`src/rtl/chacha_block_counter_gen.sv`:
```
// rtl/chacha_block_counter_gen.sv - multi-lane ChaCha20 block-counter generator with exhaustion detection
// Optional macro CHACHA_CTR_WRAP_EN selects legacy modulo wrap instead of exhaustion.
module chacha_block_counter_gen #(
  parameter int CTR_W    = 32,
  parameter int LANES    = 4,
  parameter int ISSUED_W = 32
) (
  input  logic                   clk,
  input  logic                   rst_n,
  input  logic                   load,
  input  logic [CTR_W-1:0]       load_value,
  input  logic                   enable,
  output logic                   ctr_valid,
  input  logic                   ctr_ready,
  output logic [LANES*CTR_W-1:0] ctr_out,
  output logic [LANES-1:0]       lane_mask,
  output logic                   exhausted,
  output logic [ISSUED_W-1:0]    blocks_issued
);

`ifdef CHACHA_CTR_WRAP_EN
  localparam bit WRAP_EN = 1'b1;
`else
  localparam bit WRAP_EN = 1'b0;
`endif

  localparam logic [1:0] S_IDLE = 2'd0;
  localparam logic [1:0] S_RUN  = 2'd1;
  localparam logic [1:0] S_EXH  = 2'd2;

  logic [1:0]             state;
  logic [CTR_W-1:0]       base;
  logic                   handshake;
  logic [CTR_W:0]         base_adv;
  logic                   exhaust_hit;
  logic [CTR_W-1:0]       gen_base;
  logic [LANES*CTR_W-1:0] grp_data;
  logic [LANES-1:0]       grp_mask;
  logic [ISSUED_W:0]      legal_cnt;
  logic [ISSUED_W:0]      issued_sum;
  logic [ISSUED_W-1:0]    issued_next;

  assign handshake   = ctr_valid & ctr_ready;
  assign base_adv    = {1'b0, base} + (CTR_W+1)'(LANES);
  assign exhaust_hit = WRAP_EN ? 1'b0 : base_adv[CTR_W];
  // A back-to-back group is built from the post-handshake base.
  assign gen_base    = handshake ? base_adv[CTR_W-1:0] : base;

  always_comb begin
    logic [CTR_W:0] lane_sum;
    lane_sum = '0;
    grp_data = '0;
    grp_mask = '0;
    for (int i = 0; i < LANES; i++) begin
      lane_sum = {1'b0, gen_base} + (CTR_W+1)'(i);
      grp_data[i*CTR_W +: CTR_W] = lane_sum[CTR_W-1:0];
      grp_mask[i] = WRAP_EN | ~lane_sum[CTR_W];
    end
  end

  always_comb begin
    legal_cnt = '0;
    for (int i = 0; i < LANES; i++) begin
      legal_cnt = legal_cnt + (ISSUED_W+1)'(lane_mask[i]);
    end
    issued_sum  = {1'b0, blocks_issued} + legal_cnt;
    issued_next = issued_sum[ISSUED_W] ? {ISSUED_W{1'b1}} : issued_sum[ISSUED_W-1:0];
  end

  always_ff @(posedge clk) begin
    if (!rst_n) begin
      state         <= S_IDLE;
      base          <= '0;
      ctr_valid     <= 1'b0;
      ctr_out       <= '0;
      lane_mask     <= '0;
      exhausted     <= 1'b0;
      blocks_issued <= '0;
    end else if (load) begin
      // A handshake in this cycle is consumed but deliberately not accounted.
      state         <= S_RUN;
      base          <= load_value;
      ctr_valid     <= 1'b0;
      exhausted     <= 1'b0;
      blocks_issued <= '0;
    end else begin
      case (state)
        S_IDLE: ;
        S_RUN: begin
          if (handshake) begin
            base          <= base_adv[CTR_W-1:0];
            blocks_issued <= issued_next;
            if (exhaust_hit) begin
              state     <= S_EXH;
              ctr_valid <= 1'b0;
              exhausted <= 1'b1;
            end else if (enable) begin
              ctr_valid <= 1'b1;
              ctr_out   <= grp_data;
              lane_mask <= grp_mask;
            end else begin
              ctr_valid <= 1'b0;
            end
          end else if (!ctr_valid && enable) begin
            ctr_valid <= 1'b1;
            ctr_out   <= grp_data;
            lane_mask <= grp_mask;
          end
        end
        S_EXH: ctr_valid <= 1'b0;
        default: state <= S_IDLE;
      endcase
    end
  end

endmodule

```
`config.mk`:
```
export PLATFORM = sky130hd
export DESIGN_NAME = chacha_block_counter_gen
export DESIGN_NICKNAME = d
export VERILOG_FILES = /design/src/rtl/chacha_block_counter_gen.sv
export SDC_FILE = /design/constraint.sdc
export NUM_CORES = 1
export LEC_CHECK = 0
export CELL_PAD_IN_SITES_DETAIL_PLACEMENT = 0
export CELL_PAD_IN_SITES_GLOBAL_PLACEMENT = 1
export CORE_MARGIN = 4
export CORE_UTILIZATION = 41
export CTS_BUF_LIST = sky130_fd_sc_hd__clkbuf_8 sky130_fd_sc_hd__clkbuf_16
export CTS_CLUSTER_SIZE = 16
export DETAILED_ROUTE_END_ITERATION = 10
export GPL_TIMING_DRIVEN = 0
export PLACE_DENSITY = 0.95
export SLEW_MARGIN = 20
export SYNTH_ARGS = -nofsm -noshare
export SYNTH_HDL_FRONTEND = slang
export SYNTH_SLANG_ARGS = --single-unit
```
`constraint.sdc`:
```
create_clock -name clk -period 10 [get_ports clk]
set_clock_uncertainty 0.15 [all_clocks]
set_input_delay 1.5 -clock clk [delete_from_list [all_inputs] [get_ports clk]]
set_output_delay 1.5 -clock clk [all_outputs]
set_load 0.02 [all_outputs]
```
[Word-level counts from Yosys, hierarchy flattened]
Index checks and enable logic that the tools add are counted.
Cells by class
  $add $sub $neg: 8
  eq/ne operators: 10
  mux-type cells: 21
  bitwise logic cells: 7
  reductions and logical operators: 14
Operators by type and width (count)
  128-bit two-way mux: 4
  32-bit two-way mux: 4
  32-bit by 2-bit adder with 33-bit output (second input constant): 2
  32-bit by 1-bit adder with 33-bit output (second input constant): 1
  32-bit by 3-bit adder with 33-bit output (second input constant): 1
  32-bit by 4-bit adder with 33-bit output: 1
  4-bit two-way mux: 4
  3-bit inequality test (second input constant): 3
  3-bit AND reduction: 3
  2-bit inequality test (second input constant): 4
  1-bit inverter: 6
  2-bit nonzero test: 3
  1-bit two-way mux: 5
  5-bit AND reduction: 1
  3-bit by 1-bit adder with 4-bit output: 1
  2-bit two-way mux: 2
  2-bit one-hot mux with 2 select lines: 1
  2-bit AND reduction: 2
  2-bit OR reduction: 2
  2-bit by 1-bit adder with 3-bit output: 1
  1-bit by 1-bit adder with 2-bit output: 1
  2-bit by 1-bit == test with 1-bit output (second input constant): 1
  2-bit == test (second input constant): 1
  2-bit logical NOT: 1
  other kinds (5): 5
Word-level totals
  register bits: 200
  input bits: 37
  output and inout bits: 166
  logic and storage cells: 68

[Depth between registers and ports, before layout]
  depth after elaboration: 7
  gate-level depth with buffers: 14
  depth with buffers taken out: 13

[Worst setup path before layout]
Ideal clock, no wire load.
  path type: input to register
  from: input port ctr_ready
  to: register ctr_out[126]
  library setup time: 0.136 ns
  arrival time: 3.774 ns
  required time: 9.714 ns
  slack: 5.941 ns
  stages: 10
  buffers on the path: 2
  cells stage by stage: nand3_2 > buf_6 > or4_4 > and2_1 > buf_6 > nand4b_4 > nor4_4 > nand3_4 > o21ai_1 > o311ai_1
Between the ends
  longest elaborated chain between the ends: 6
  elaborated cells on any way between the ends: 11
  those cells by class: add/sub: 1; eq/ne: 2; mux: 5; bitwise: 1; reduce/logical: 2
RTL lines
  start, declared: line 14  | input logic ctr_ready,
  1-bit AND (*): line 43  | assign handshake = ctr_valid & ctr_ready;
  32-bit two-way mux
  32-bit by 2-bit adder with 33-bit output: line 55  | lane_sum = {1'b0, gen_base} + (CTR_W+1)'(i);
  128-bit two-way mux: line 97  | end else if (enable) begin
  128-bit two-way mux: line 93  | if (exhaust_hit) begin
  128-bit two-way mux: line 90  | if (handshake) begin
  end signal, assigned: line 99  | ctr_out <= grp_data;
  end signal, assigned: line 106  | ctr_out <= grp_data;
  end, declared: line 15  | output logic [LANES*CTR_W-1:0] ctr_out,
Mark *: on every way between the ends. The rest lies on a longest branch, timed or not. The select of a mux whose other input is x is not followed.
A chain may end at the register's enable or synchronous reset.

[Final worst setup path]
  from: input port ctr_ready
  to: register ctr_out[51]
Between the ends
  longest elaborated chain between the ends: 6
  elaborated cells on any way between the ends: 11
  those cells by class: add/sub: 1; eq/ne: 2; mux: 5; bitwise: 1; reduce/logical: 2
RTL lines (line)
  1-bit AND (*): 43
  32-bit two-way mux
  32-bit by 1-bit adder with 33-bit output: 55
  128-bit two-way mux: 97
  128-bit two-way mux: 93
  128-bit two-way mux: 90
Marked as above.

==> run_results.csv <==
group,metric,value,unit
synthesis,syn_inst,1292,
timing,worst_pin_slew,1.11,ns
grt,antenna_found_initial,0,
route,drc_errors,0,
grt,grt_pass1_wl,55300,um
die,core,24500,sq um
clocking,cts_root_buf,"clkbuf_16",
critical_path,setup.worst_path.start,"ctr_ready",
synthesis,yosys.cell_types.count,65,
clocking,cts_tree,"done",
critical_path,worstPathArrival,5.43,ns
cells_and_area,syn_to_final_growth,29.0,%
power,power,0.00171,W
critical_path,reg2reg_from,"lane_mask[0]",
critical_path,r2r-end,"blocks_issued[18]",
route,detail_route.vias_per_cell,5.70,
synthesis,synth-edff-count,0,
die,die_x,166,um
critical_path,critPathKind,"input port to register",
timing,max_freq,192,MHz
placed_design,placedCellCount,1816,
route,wl_per_cell,19.3,um
clocking,cts_max_level,4,
grt,globalRoute.totalOverflow,0,
cells_and_area,drive_gt1_share,4.92,%
clocking,cts_hold_buf,0,
grt,grt_max_degree,20,
placed_design,post_dp_cell_area,12700,sq um
route,drt_first_iter_violations,1159,
flow_run,max_cap_viol_count,0,
synthesis,synth_seq_area_share,38.5,%
grt,grtUsageTotal,24.7,%
cells_and_area,final_area,13300,sq um
grt,grt_util_met3,4.84,%
die,die_area,27700,sq um
power,p_leak,4.40,nW
cells_and_area,n_antenna_cell,0,
synthesis,yosysMostFrequentCell,"dfxtp_1",
synthesis,yosys_warnings,0,
clocking,numCtsBuffers,17,
clocking,clockBufferDepth,2,
placed_design,gp_congestion,0.935,
die,rows,57,
critical_path,reg2reg_setup_slack,5.74,ns
synthesis,syn_nets,1338,
power,vdd_drop_max,0.000101,V
synthesis,synthTopCellsByArea,"dfxtp_1 (38%), nand2_1 (5.8%), a21oi_1 (5.6%)",
route,ant_nets,0,
synthesis,synthFlopType,"dfxtp_1",
die,initial_utilization,42.0,%
timing,hold_violations,0,
route,drt-total-wl,35600,um
placed_design,portBuffers,200,
timing,rsz0062_at_grt,"false",
critical_path,path_max_fanout,10,
placed_design,dp_hpwl,27100,um
synthesis,avgSynthCellArea,7.97,sq um
power,power.density,129,nW/um^2
timing,setup_tns,0,ns
route,dr.pass1.iters,5,
synthesis,yosysTopAreaCell,"dfxtp_1",
clocking,cts.repair.resized,0,
timing,slew_violations,0,
critical_path,critPathCapture,"ctr_out[51]",
grt,grtUsageMet2,37.8,%
critical_path,worst_r2r_path_depth,13,
die,pin_count,203,
synthesis,async_flop_share,0,%
critical_path,startpoint_type,"input port",
timing,fin_hold_ws,0.303,ns
die,die_y,166,um
critical_path,crit_required,10.22,ns
run_status,outcome,"finished clean",
synthesis,netlist_top_cells_count,"dfxtp_1 (198), nand2_1 (158), nor2_1 (138)",
timing,relSlewSlack,25.7,%
synthesis,ys_ff_latch,198,
route,vias,10500,
timing,setup_violations,0,
timing,fin_crit_sh,52.1,%
timing,finalCriticalPeriod,5.21,ns
min_path,hold_class,"register to register",
grt,top_usage_layer,"met2",
critical_path,end_kind,"register",
clocking,post_cts_buffers,0,
grt,grtUsageMet1,35.0,%
synthesis,syn_area,10300,sq um
cells_and_area,fin_cells,1848,
cells_and_area,finalNetCount,1557,
clocking,cts_sinks,198,
clocking,clk_latency,0.45,ns
clocking,clkTransAtPathRegs,0.08,ns
grt,first_global_vias,9666,
synthesis,synth_top_area_share,38.5,%
final cells by class:
class | count | area, sq um
buffer | 92 | 403
clock buffer | 17 | 425
clock inverter | 15 | 144
fill | 2385 | 11300
inverter | 19 | 71.3
multi-input combinational | 983 | 5870
sequential | 198 | 3960
tap | 324 | 405
timing repair buffer | 200 | 2000
cells by family (layout without fill, tap and decap cells):
logic type / count (synthesis) / after routing / synth area share, %
AND/OR/NAND/NOR: 581 / 581 / 29.0
AO/OA/AOI/OAI: 267 / 267 / 15.6
buffers and inverters: 111 / 343 / 4.61
XOR/XNOR: 115 / 115 / 9.93
multiplexers: 11 / 11 / 1.07
adder cells (fa/ha/maj): 9 / 9 / 1.31
flip-flops: 198 / 198 / 38.5
critical path: stages:
cell,delay (ns)
clkdlybuf4s50_1,0.78
nand3_2,0.17
buf_6,0.18
clkbuf_1,0.23
nor4_1,0.52
o31a_1,0.37
nand4_1,0.46
nor3_1,0.63
nand2_1,0.23
xnor2_1,0.18
o21ai_0,0.16
cell usage in the layout (no fill, tap or decap), types with 24 or more instances in the layout:
cell / count
clkdlybuf4s50_1: 200
dfxtp_1: 198
nand2_1: 158
nor2_1: 138
a21oi_1: 116
nand3_1: 92
clkbuf_1: 70
xnor2_1: 65
xor2_1: 47
a211oi_1: 44
nor3_1: 37
nand4_1: 36
o21ai_0: 29
o21ai_1: 24
state kept, by name, summed over array words and instances (netlist names):
register	count
ctr_out	126
base	32
blocks_issued	32
lane_mask	4
state	2
ctr_valid	1
exhausted	1
where the power goes:
group          total, W  internal (W)  switching (W)
clock          0.000676      0.000331       0.000345
combinational  0.000210     0.0000777       0.000132
sequential     0.000825      0.000808      0.0000174
metal layers:
metal	part of all wire, %	vias up
met3	8.2	79
li1	-	5028
met1	45	4953
met2	44	469
met5	0	-
met4	3.2	0
per-stage QoR:
stage	worst slack, ns	utilization [%]
after floorplan	5.94	-
after global placement	4.42	51.8
after detailed placement	4.46	51.8
after CTS	4.84	54.1
after global routing	4.60	54.1
final	4.79	54.1
how the worst min path moves through the flow:
stage / end / slack [ns] / cells after the start / startpoint
2_1_floorplan: state[1] / 0.34 / 2 / state[1]
3_3_place_gp: exhausted / 0.29 / 2 / exhausted
3_5_place_dp: ctr_out[77] / 0.30 / 2 / ctr_out[77]
4_1_cts: ctr_out[77] / 0.31 / 2 / ctr_out[77]
5_1_grt: ctr_out[67] / 0.33 / 2 / ctr_out[67]
6_report: exhausted / 0.30 / 2 / exhausted
No activity file was read; power rests on OpenSTA's default activity.
